$ cat config.mk
export PLATFORM = sky130hd
export DESIGN_NAME = dma_ring_engine
export DESIGN_NICKNAME = d
export VERILOG_FILES = /design/src/rtl/dma_ring_engine.sv
export SDC_FILE = /design/constraint.sdc
export NUM_CORES = 2
export LEC_CHECK = 0
export CORE_MARGIN = 8
export CORE_UTILIZATION = 59
export DETAILED_ROUTE_END_ITERATION = 10
export PLACE_DENSITY = 0.8
export SLEW_MARGIN = 20
export SYNTH_ARGS = -nofsm -noshare
export SYNTH_HDL_FRONTEND = slang
export SYNTH_SLANG_ARGS = --single-unit
$ cat constraint.sdc
create_clock -name clk -period 11.08 [get_ports clk]
set_clock_uncertainty 0.05 [all_clocks]
set_input_delay 2.216 -clock clk [delete_from_list [all_inputs] [get_ports clk]]
set_output_delay 2.216 -clock clk [all_outputs]
set_load 0.02 [all_outputs]
$ cat src/rtl/dma_ring_engine.sv
// dma_ring_engine: ring-pointer DMA engine; read and write bursts overlap through an internal FIFO
// Ports:
//   clk, rst                  clock, asynchronous active-low reset
//   reg_wr_data, reg_wr_en    register write bus; one-hot strobe selects src_base, dest_base, tail_ptr,
//                             head_ptr, dma_size, ctrl_stat, ring_size (in that bit order)
//   src_base..ring_size       register contents; ctrl_stat = {done, 28'b0, busy, intr_en, en}
//   intr                      done & intr_en
//   rd_req_* / rd_*           read request channel and read data channel (engine is master)
//   wr_req_* / wr_*           write request channel and write data channel (engine is master)
module dma_ring_engine #(
    parameter int DATA_WIDTH = 32,
    parameter int MAX_BEATS  = 8,
    parameter int FIFO_DEPTH = 16
) (
    input  logic                  clk,
    input  logic                  rst,
    input  logic [31:0]           reg_wr_data,
    input  logic [6:0]            reg_wr_en,
    output logic [31:0]           src_base,
    output logic [31:0]           dest_base,
    output logic [31:0]           tail_ptr,
    output logic [31:0]           head_ptr,
    output logic [31:0]           dma_size,
    output logic [31:0]           ctrl_stat,
    output logic [31:0]           ring_size,
    output logic                  intr,
    output logic [31:0]           rd_req_addr,
    output logic [7:0]            rd_req_len,
    output logic                  rd_req_valid,
    input  logic                  rd_req_ready,
    input  logic [DATA_WIDTH-1:0] rd_rdata,
    input  logic                  rd_valid,
    output logic                  rd_ready,
    input  logic                  rd_last,
    output logic [31:0]           wr_req_addr,
    output logic [7:0]            wr_req_len,
    output logic                  wr_req_valid,
    input  logic                  wr_req_ready,
    output logic [DATA_WIDTH-1:0] wr_data,
    output logic                  wr_valid,
    input  logic                  wr_ready,
    output logic                  wr_last
);
    localparam int BYTES = DATA_WIDTH / 8;
    localparam int BSH = $clog2(BYTES);
    localparam int MSH = $clog2(MAX_BEATS);
    localparam int AW = $clog2(FIFO_DEPTH);
    localparam int CW = AW + 1;
    localparam logic [31:0] STRIDE = 32'(MAX_BEATS * BYTES);
    localparam logic [1:0] R_IDLE = 2'd0, R_REQ = 2'd1, R_DATA = 2'd2;
    localparam logic [1:0] W_IDLE = 2'd0, W_REQ = 2'd1, W_DATA = 2'd2, W_DONE = 2'd3;
    logic [1:0] rd_state, wr_state;
    logic [32:0] total_beats, n_bursts, last_beats, rd_idx, wr_idx, rd_beats, wr_beats;
    logic [7:0] wr_beat;
    logic [DATA_WIDTH-1:0] mem [FIFO_DEPTH];
    logic [AW-1:0] wptr, rptr;
    logic [CW-1:0] count, free;
    logic busy, start, done_cyc, push, pop, full;
    logic [31:0] tail_sum, tail_next;

    // Burst geometry is derived live from dma_size, which cannot change while busy.
    assign total_beats = ({1'b0, dma_size} + 33'(BYTES - 1)) >> BSH;
    assign n_bursts = (total_beats + 33'(MAX_BEATS - 1)) >> MSH;
    assign last_beats = total_beats - ((n_bursts - 33'd1) << MSH);
    assign rd_beats = (rd_idx == n_bursts - 33'd1) ? last_beats : 33'(MAX_BEATS);
    assign wr_beats = (wr_idx == n_bursts - 33'd1) ? last_beats : 33'(MAX_BEATS);
    assign rd_req_len = 8'(rd_beats - 33'd1);
    assign wr_req_len = 8'(wr_beats - 33'd1);
    assign busy = ctrl_stat[2];
    assign start = !busy && ctrl_stat[0] && head_ptr != tail_ptr && dma_size != 32'd0;
    assign done_cyc = wr_state == W_DONE;
    assign intr = ctrl_stat[31] & ctrl_stat[1];
    assign tail_sum = tail_ptr + dma_size;
    assign tail_next = (ring_size != 32'd0 && tail_sum >= ring_size) ? tail_sum - ring_size : tail_sum;
    assign free = CW'(FIFO_DEPTH) - count;
    assign full = count == CW'(FIFO_DEPTH);
    // A read burst is only requested once the whole burst fits, so the FIFO can never overflow.
    assign rd_req_valid = rd_state == R_REQ && {{(33-CW){1'b0}}, free} >= rd_beats;
    assign rd_ready = rd_state == R_DATA && !full;
    assign push = rd_valid && rd_ready;
    // A write burst is only requested once all its beats are buffered, so wr_valid never stalls.
    assign wr_req_valid = wr_state == W_REQ && {{(33-CW){1'b0}}, count} >= wr_beats;
    assign wr_valid = wr_state == W_DATA;
    assign wr_data = mem[rptr];
    assign pop = wr_valid && wr_ready;
    assign wr_last = wr_valid && wr_beat == wr_req_len;

    always_ff @(posedge clk or negedge rst) begin
        if (!rst) begin
            src_base <= '0;
            dest_base <= '0;
            tail_ptr <= '0;
            head_ptr <= '0;
            dma_size <= '0;
            ctrl_stat <= '0;
            ring_size <= '0;
        end else begin
            if (reg_wr_en[0]) src_base <= reg_wr_data;
            if (reg_wr_en[1]) dest_base <= reg_wr_data;
            if (reg_wr_en[2] && !busy) tail_ptr <= reg_wr_data;
            if (reg_wr_en[3]) head_ptr <= reg_wr_data;
            if (reg_wr_en[4] && !busy) dma_size <= reg_wr_data;
            if (reg_wr_en[5]) ctrl_stat <= {reg_wr_data[31:3], busy, reg_wr_data[1:0]};
            if (reg_wr_en[6] && !busy) ring_size <= reg_wr_data;
            if (start) ctrl_stat[2] <= 1'b1;
            // Completion overrides a same-cycle software write of the done/busy bits.
            if (done_cyc) begin
                tail_ptr <= tail_next;
                ctrl_stat[31] <= 1'b1;
                ctrl_stat[2] <= 1'b0;
            end
        end
    end

    always_ff @(posedge clk or negedge rst) begin
        if (!rst) begin
            rd_state <= R_IDLE;
            rd_idx <= '0;
            rd_req_addr <= '0;
        end else begin
            if (start) begin
                rd_state <= R_REQ;
                rd_idx <= '0;
                rd_req_addr <= src_base + tail_ptr;
            end else if (rd_req_valid && rd_req_ready) begin
                rd_state <= R_DATA;
            end else if (push && rd_last) begin
                rd_idx <= rd_idx + 33'd1;
                rd_req_addr <= rd_req_addr + STRIDE;
                rd_state <= (rd_idx + 33'd1 == n_bursts) ? R_IDLE : R_REQ;
            end
            if (done_cyc) rd_idx <= '0;
        end
    end

    always_ff @(posedge clk or negedge rst) begin
        if (!rst) begin
            wr_state <= W_IDLE;
            wr_idx <= '0;
            wr_req_addr <= '0;
            wr_beat <= '0;
        end else begin
            if (start) begin
                wr_state <= W_REQ;
                wr_idx <= '0;
                wr_req_addr <= dest_base + tail_ptr;
            end else if (wr_req_valid && wr_req_ready) begin
                wr_state <= W_DATA;
                wr_beat <= '0;
            end else if (pop) begin
                wr_beat <= wr_beat + 8'd1;
                if (wr_last) begin
                    wr_idx <= wr_idx + 33'd1;
                    wr_req_addr <= wr_req_addr + STRIDE;
                    wr_state <= (wr_idx + 33'd1 == n_bursts) ? W_DONE : W_REQ;
                end
            end else if (done_cyc) begin
                wr_state <= W_IDLE;
                wr_idx <= '0;
            end
        end
    end

    always_ff @(posedge clk or negedge rst) begin
        if (!rst) begin
            wptr <= '0;
            rptr <= '0;
            count <= '0;
        end else begin
            if (push) wptr <= wptr + 1'b1;
            if (pop) rptr <= rptr + 1'b1;
            count <= count + CW'(push) - CW'(pop);
        end
    end

    always_ff @(posedge clk) begin
        if (push) mem[wptr] <= rd_rdata;
    end
endmodule

Word level (Yosys, flattened, before mapping)
Memory sizes are Yosys's and may differ from the RTL's.
Cells that the tools add are included.

operators by class
  add/sub/neg operators = 20
  reduce and logical (&&, ||, !) cells = 37
  bitwise operators = 2
  order comparisons = 3
  muxes and demuxes = 39
  equality and inequality tests = 17

operator list
  operator                                                              count
  33-bit two-way mux                                                    11
  32-bit two-way mux                                                    11
  32-bit adder                                                          3
  33-bit by 1-bit adder with 33-bit output, second input constant       2
  33-bit by 29-bit == test with 1-bit output                            2
  33-bit == test                                                        2
  5-bit by 33-bit greater-or-equal comparator with 1-bit output         2
  32-bit by 6-bit adder with 32-bit output, second input constant       2
  32-bit nonzero test                                                   2
  32-bit by 2-bit adder with 33-bit output, second input constant       1
  31-bit by 33-bit subtractor with 33-bit output                        1
  31-bit by 3-bit adder with 32-bit output, second input constant       1
  32-bit greater-or-equal comparator                                    1
  32-bit inequality test                                                1
  32-bit subtractor                                                     1
  29-bit by 1-bit subtractor with 30-bit output, second input constant  1
  2-bit two-way mux                                                     9
  1-bit logical AND                                                     16
  8-bit two-way mux                                                     2
  8-bit by 1-bit subtractor with 8-bit output, second input constant    2
  2-bit nonzero test                                                    7
  3-bit nonzero test                                                    3
  4-bit by 1-bit adder with 4-bit output, second input constant         2
  8-bit by 1-bit adder with 8-bit output, second input constant         1
  17 further kinds                                                      32

storage, ports and cells
  word-level logic and storage cells = 138
  memory bits (writable) = 512
  output and inout port bits = 342
  input bits = 78
  register bits after elaboration = 379
  memories kept = 1

memory list
  memory  depth  width  read ports  clocked after memory_dff  wr ports  RTL line  text
  mem     16     32     1           0                         1         55        logic [DATA_WIDTH-1:0] mem [FIFO_DEPTH];

Longest topological paths before layout
  word-level depth = 12
  gate-level depth with buffers = 35

Worst setup path before layout
Ideal clock, no wire load.

  path kind = flip-flop to output port
  from = register dma_size[3]
  to = output port rd_req_valid
  cell stages (with the launch flop) = 31
  setup slack = 1.348 ns
  buffers on the path = 2
  arrival time = 7.466 ns
  required time = 8.814 ns
  cell sequence = dfrtp_1 -> buf_2 -> nor4_4 -> a21oi_2 -> inv_2 -> ha_1 -> clkbuf_1 -> nor4_1 -> a2bb2oi_4 -> a221oi_4 -> nand3_4 -> nor3_1 -> a21oi_1 -> a21oi_1 -> o21ai_0 -> a21oi_1 -> ha_1 -> a21o_1 -> a21oi_1 -> nand2_1 -> nand2_1 -> o22ai_1 -> or4_1 -> a2111oi_0 -> o2111ai_1 -> nor4_1 -> o2111ai_1 -> nor3_1 -> o311a_1 -> nand3_1 -> a2111oi_0

between the ends
  longest elaborated chain between the ends = 7
  elaborated cells between the ends (all ways) = 8
  classes of those cells = add/sub (4); order compare (1); eq/ne (1); mux (1); reduce/logical (1)

RTL lines
  what                                                                              RTL line  text
  from (decl)                                                                       23        output logic [31:0] dma_size,
  from (signal assigned)                                                            102       if (reg_wr_en[4] && !busy) dma_size <= reg_wr_data;
  32-bit by 2-bit adder with 33-bit output (*)                                      62        assign total_beats = ({1'b0, dma_size} + 33'(BYTES - 1)) >> BSH;
  31-bit by 3-bit adder with 32-bit output                                          63        assign n_bursts = (total_beats + 33'(MAX_BEATS - 1)) >> MSH;
  29-bit by 1-bit subtractor with 30-bit output                                     64, 65
  31-bit by 33-bit subtractor with 33-bit output or 33-bit == test (tied branches)  64, 65
  33-bit two-way mux (*)                                                            65        assign rd_beats = (rd_idx == n_bursts - 33'd1) ? last_beats : 33'(MAX_BEATS);
  5-bit by 33-bit greater-or-equal comparator with 1-bit output (*)                 78        assign rd_req_valid = rd_state == R_REQ && {{(33-CW){1'b0}}, free} >= rd_beats;
  1-bit logical AND (*)                                                             78
  to (decl)                                                                         29        output logic rd_req_valid,

Every way passes the cells marked *; elsewhere a longest branch is shown, timed or not.

Worst setup path in the final report
  from = register dma_size[4]
  to = output port wr_last

between the ends
  longest elaborated chain between the ends = 8
  elaborated cells between the ends (all ways) = 9
  classes of those cells = add/sub (5); eq/ne (2); mux (1); reduce/logical (1)

RTL lines
  what                                                                              RTL line  text
  32-bit by 2-bit adder with 33-bit output (*)                                      62
  31-bit by 3-bit adder with 32-bit output                                          63
  29-bit by 1-bit subtractor with 30-bit output                                     64, 66
  31-bit by 33-bit subtractor with 33-bit output or 33-bit == test (tied branches)  64, 66
  33-bit two-way mux (*)                                                            66        assign wr_beats = (wr_idx == n_bursts - 33'd1) ? last_beats : 33'(MAX_BEATS);
  8-bit by 1-bit subtractor with 8-bit output (*)                                   68        assign wr_req_len = 8'(wr_beats - 33'd1);
  8-bit == test (*)                                                                 86        assign wr_last = wr_valid && wr_beat == wr_req_len;
  1-bit logical AND (*)                                                             86
  to (decl)                                                                         42        output logic wr_last

Marked as above.

==> key figures <==
Clock tree
  – Clock sinks: 891
  – CTS root buf: clkbuf_16
  – Clk_lat worst skew: 670 ps
  – H-tree depth: 3
  – Num CTS Buffers: 91
  – CTS Buffer Depth: 3
  – Clock Pin Slew Worst Setup and Hold Paths: 60 ps
  – CTS tree: built

Cells and area
  – Non-Filler Instances: 5,855
  – Filler instances: 5,858
  – NumNets Final: 4,900
  – Regs by FF count: mem: 512 flops, rd_idx: 33 flops, wr_idx: 33 flops
  – Multi-input combinational cell area: 24,100 µm²
  – Register area: 24,900 µm²
  – Reg with most FFs: mem
  – Share of cells above drive strength 1: 14.5%
  – Max reg flops: 512
  – P&R area growth vs syn: 17.4%

Synth
  – Synthesized cell area: 50,100 µm²
  – Post-Syn Nets: 4,520
  – Synth unique cells: 117
  – Synth Register Bits: 891
  – Register area share after synthesis: 49.6%
  – Post-synthesis async set-or-reset flop share: 42.5%
  – Syn Area/Cell: 11.8 µm²
  – Syn. warnings: 0
  – Largest area contributor in the netlist: edfxtp_1
  – Dominant cells by area after synthesis: edfxtp_1, dfrtp_1, mux4_2
  – Post-synth top area share: 30.7%
  – Number of synthesized flops with an enable pin: 512
  – Cells after Synth: 4,249
  – Most used DFF post-synth: edfxtp_1

Global routing
  – Initial antenna violation count: 8
  – Vias in the first global route: 37,500
  – M1 GR Usage: 46.5%
  – GR peak layer: met2
  – Total track usage: 36.8%
  – Largest net degree at the start of global routing: 76
  – Aggregate global routing overflow: 0
  – M2 GR Usage: 59.3%
  – First-pass GRT wire length: 257,000 µm
  – Met3 Use GR: 8.10%

Worst setup path
  – Slowest CP cell: dfrtp_1
  – Setup Crit Path Kind: flip-flop to output port
  – Worst path arrival time: 8420 ps
  – CP top delay family: simple AND/OR/NAND/NOR gates
  – Crit Path Max Fanout: 10
  – CP required: 8810 ps
  – Worst path bufs/invs: 5
  – CP Launch Type: flip-flop
  – CP Capture Type: output port
  – Worst stage delay on the critical path: 610 ps

Die
  – Row cnt: 107
  – Die area: 94,500 µm²
  – Initial Utilization: 59.1%
  – Die extent in x: 307 µm
  – Core area: 84,700 µm²
  – Ports: 420
  – Die Ht: 307 µm

Timing
  – Slew @ Worst Pin: 1160 ps
  – Hold Vio Cnt, Final: 0
  – Final setup TNS: 0 ps
  – Setup violators final: 0
  – Pins Over Slew Limit: 0
  – Maximum clock frequency: 0.0936 GHz
  – RSZ-0062 raised after global routing: false
  – Final Cycle Share: 96.5%
  – Final Critical Period: 10,690 ps
  – Worst rel slew slack: 22.0%

Detailed routing
  – Drt wl/cell: 30.4 µm
  – Routed Wire Length: 178,000 µm
  – DRC viols: 0
  – Via Count: 38,500
  – Via-to-Cell Ratio: 6.57
  – Antenna viol nets, final: 0
  – Initial detailed-routing violation count: 4,689
  – Drt pass-1 iters: 6

Power and ir drop
  – Leak: 22.1 nW
  – Maximum vdd ir drop: 0.401 mV
  – Pwr/cell area: 355 nW/µm²

Run status
  – Outcome: finished, final reports clean

Placement
  – # placed instances: 5,675
  – Estimated wirelength of the detail-placed design: 122,000 µm
  – Routability cong.: 0.986
  – Port Buffers: 419

Worst hold path
  – Worst Hold Class: flip-flop to flip-flop

Run
  – Max Cap Violations: 0
-- Yosys cell counts (all sizes together), types with 46 or more instances --
cell type / number
a211oi: 57
nor2b: 53
nor2: 286
inv: 135
and3: 81
clkbuf: 134
mux2i: 52
xnor2: 268
dfrtp: 379
or3: 46
a21oi: 178
nor3: 96
buf: 68
nand4: 52
nand3: 136
nand2: 305
nor4: 52
o21ai: 177
a31oi: 67
ha: 187
mux2: 157
edfxtp: 512
mux4: 160
xor2: 184
-- placed cells by master (no fill, tap or decap), types with 25 or more instances in the layout --
| master | synthesis | routed |
|---|---|---|
| nand4_1 | 48 | 48 |
| and3_1 | 81 | 81 |
| ha_1 | 187 | 186 |
| a21o_1 | 40 | 40 |
| dfrtp_1 | 379 | 374 |
| nor3_1 | 93 | 87 |
| a31oi_1 | 67 | 67 |
| inv_1 | 133 | 131 |
| xnor2_1 | 264 | 264 |
| or2_2 | 28 | 28 |
| nor4_1 | 48 | 42 |
| buf_4 | 11 | 68 |
| nand3_1 | 132 | 131 |
| a21oi_1 | 175 | 174 |
| a211oi_1 | 54 | 54 |
| and2_1 | 30 | 29 |
| xor2_1 | 181 | 181 |
| nor2b_1 | 53 | 50 |
| mux2i_1 | 52 | 52 |
| nand2b_1 | 25 | 25 |
| or3_1 | 45 | 45 |
| clkdlybuf4s50_1 | 0 | 413 |
| clkbuf_16 | 0 | 93 |
| mux2_2 | 155 | 155 |
| nand2_1 | 303 | 303 |
| o21ai_0 | 165 | 163 |
| nor2_1 | 280 | 273 |
| mux4_2 | 160 | 160 |
| o211ai_1 | 26 | 26 |
| edfxtp_1 | 512 | 512 |
| o21a_1 | 26 | 26 |
-- worst paths after layout --
check                                                 from                         end  slack [ps]  depth (start not counted)
worst max-delay path               dma_size[4]$_DFFE_PN0P_                     wr_last         390                         30
worst min-delay path            wr_req_addr[0]$_DFFE_PN0P_  wr_req_addr[0]$_DFFE_PN0P_         440                          2
worst max register to register     dma_size[4]$_DFFE_PN0P_      wr_idx[14]$_DFFE_PN0P_        2230                         31
worst min register to register  wr_req_addr[0]$_DFFE_PN0P_  wr_req_addr[0]$_DFFE_PN0P_         440                          2
max in group asynchronous                              rst   dest_base[14]$_DFFE_PN0P_        7310                          3
min in group asynchronous                              rst      wr_beat[5]$_DFFE_PN0P_        1450                          1
-- metrics by stage --
| stage | power (W) | setup slack [ps] | hold WS [ps] | util, % | instance area [µm²] |
|---|---|---|---|---|---|
| floorplan | 0.0132 | 1350 | 437 | - | 50100 |
| global placement | 0.0171 | 680 | 411 | 65.5 | 55500 |
| detailed placement | 0.0172 | 576 | 424 | 65.5 | 55500 |
| CTS | 0.0206 | 37.7 | 438 | 69.2 | 58700 |
| global route | 0.0219 | 29.0 | 465 | 69.4 | 58800 |
| finish | 0.0209 | 393 | 439 | 69.4 | 58800 |
-- tightest hold or removal path, stage by stage, from the launching register on --
cell	delay, ps
dfrtp_1	340
nand2_1	60
nand2_1	60
-- power breakdown --
group	total [W]	switching, W	internal (W)
logic	0.0128	0.00744	0.00536
registers	0.00484	0.000906	0.00393
clock network	0.00325	0.00140	0.00184
total	0.0209	0.00975	0.0111
-- cell type report --
type	count	area share, %
multi-input combinational	3021	41.0
timing repair buffer	489	8.07
antenna	5	0.0213
tap	1144	2.43
clock inverter	58	1.11
clock buffer	112	4.21
sequential	891	42.3
inverter	135	0.861
-- routing by layer --
layer / share of wire [%] / up-vias
li1: - / 16600
met1: 37 / 19000
met2: 47 / 2320
met3: 9.7 / 517
met4: 6.2 / 2
met5: 0.0073 / -
-- kinds of logic (layout without fill, tap and decap cells) --
kind of cell / Yosys count / count (layout) / synth area share (%)
and+or+nand+nor: 1274 / 1274 / 13.1
other: 0 / 5 / 0
DFF: 891 / 891 / 49.6
xor gates and xnor gates: 462 / 462 / 8.46
buffers and inverters: 337 / 794 / 2.70
AOI/OAI and AO/OA: 723 / 723 / 9.50
adders and majority gates: 193 / 193 / 4.91
muxes: 369 / 369 / 11.8
-- what timing repair did --
| action | in CTS | in global routing |
|---|---|---|
| hold buffers | 0 | 0 |
| gates resized for setup | 1 | 19 |
| endpoints found under the setup margin | 2 | 3 |
| pin swaps | 1 | 3 |
| setup buffers | 1 | 2 |
No activity file was read; power rests on OpenSTA's default activity.
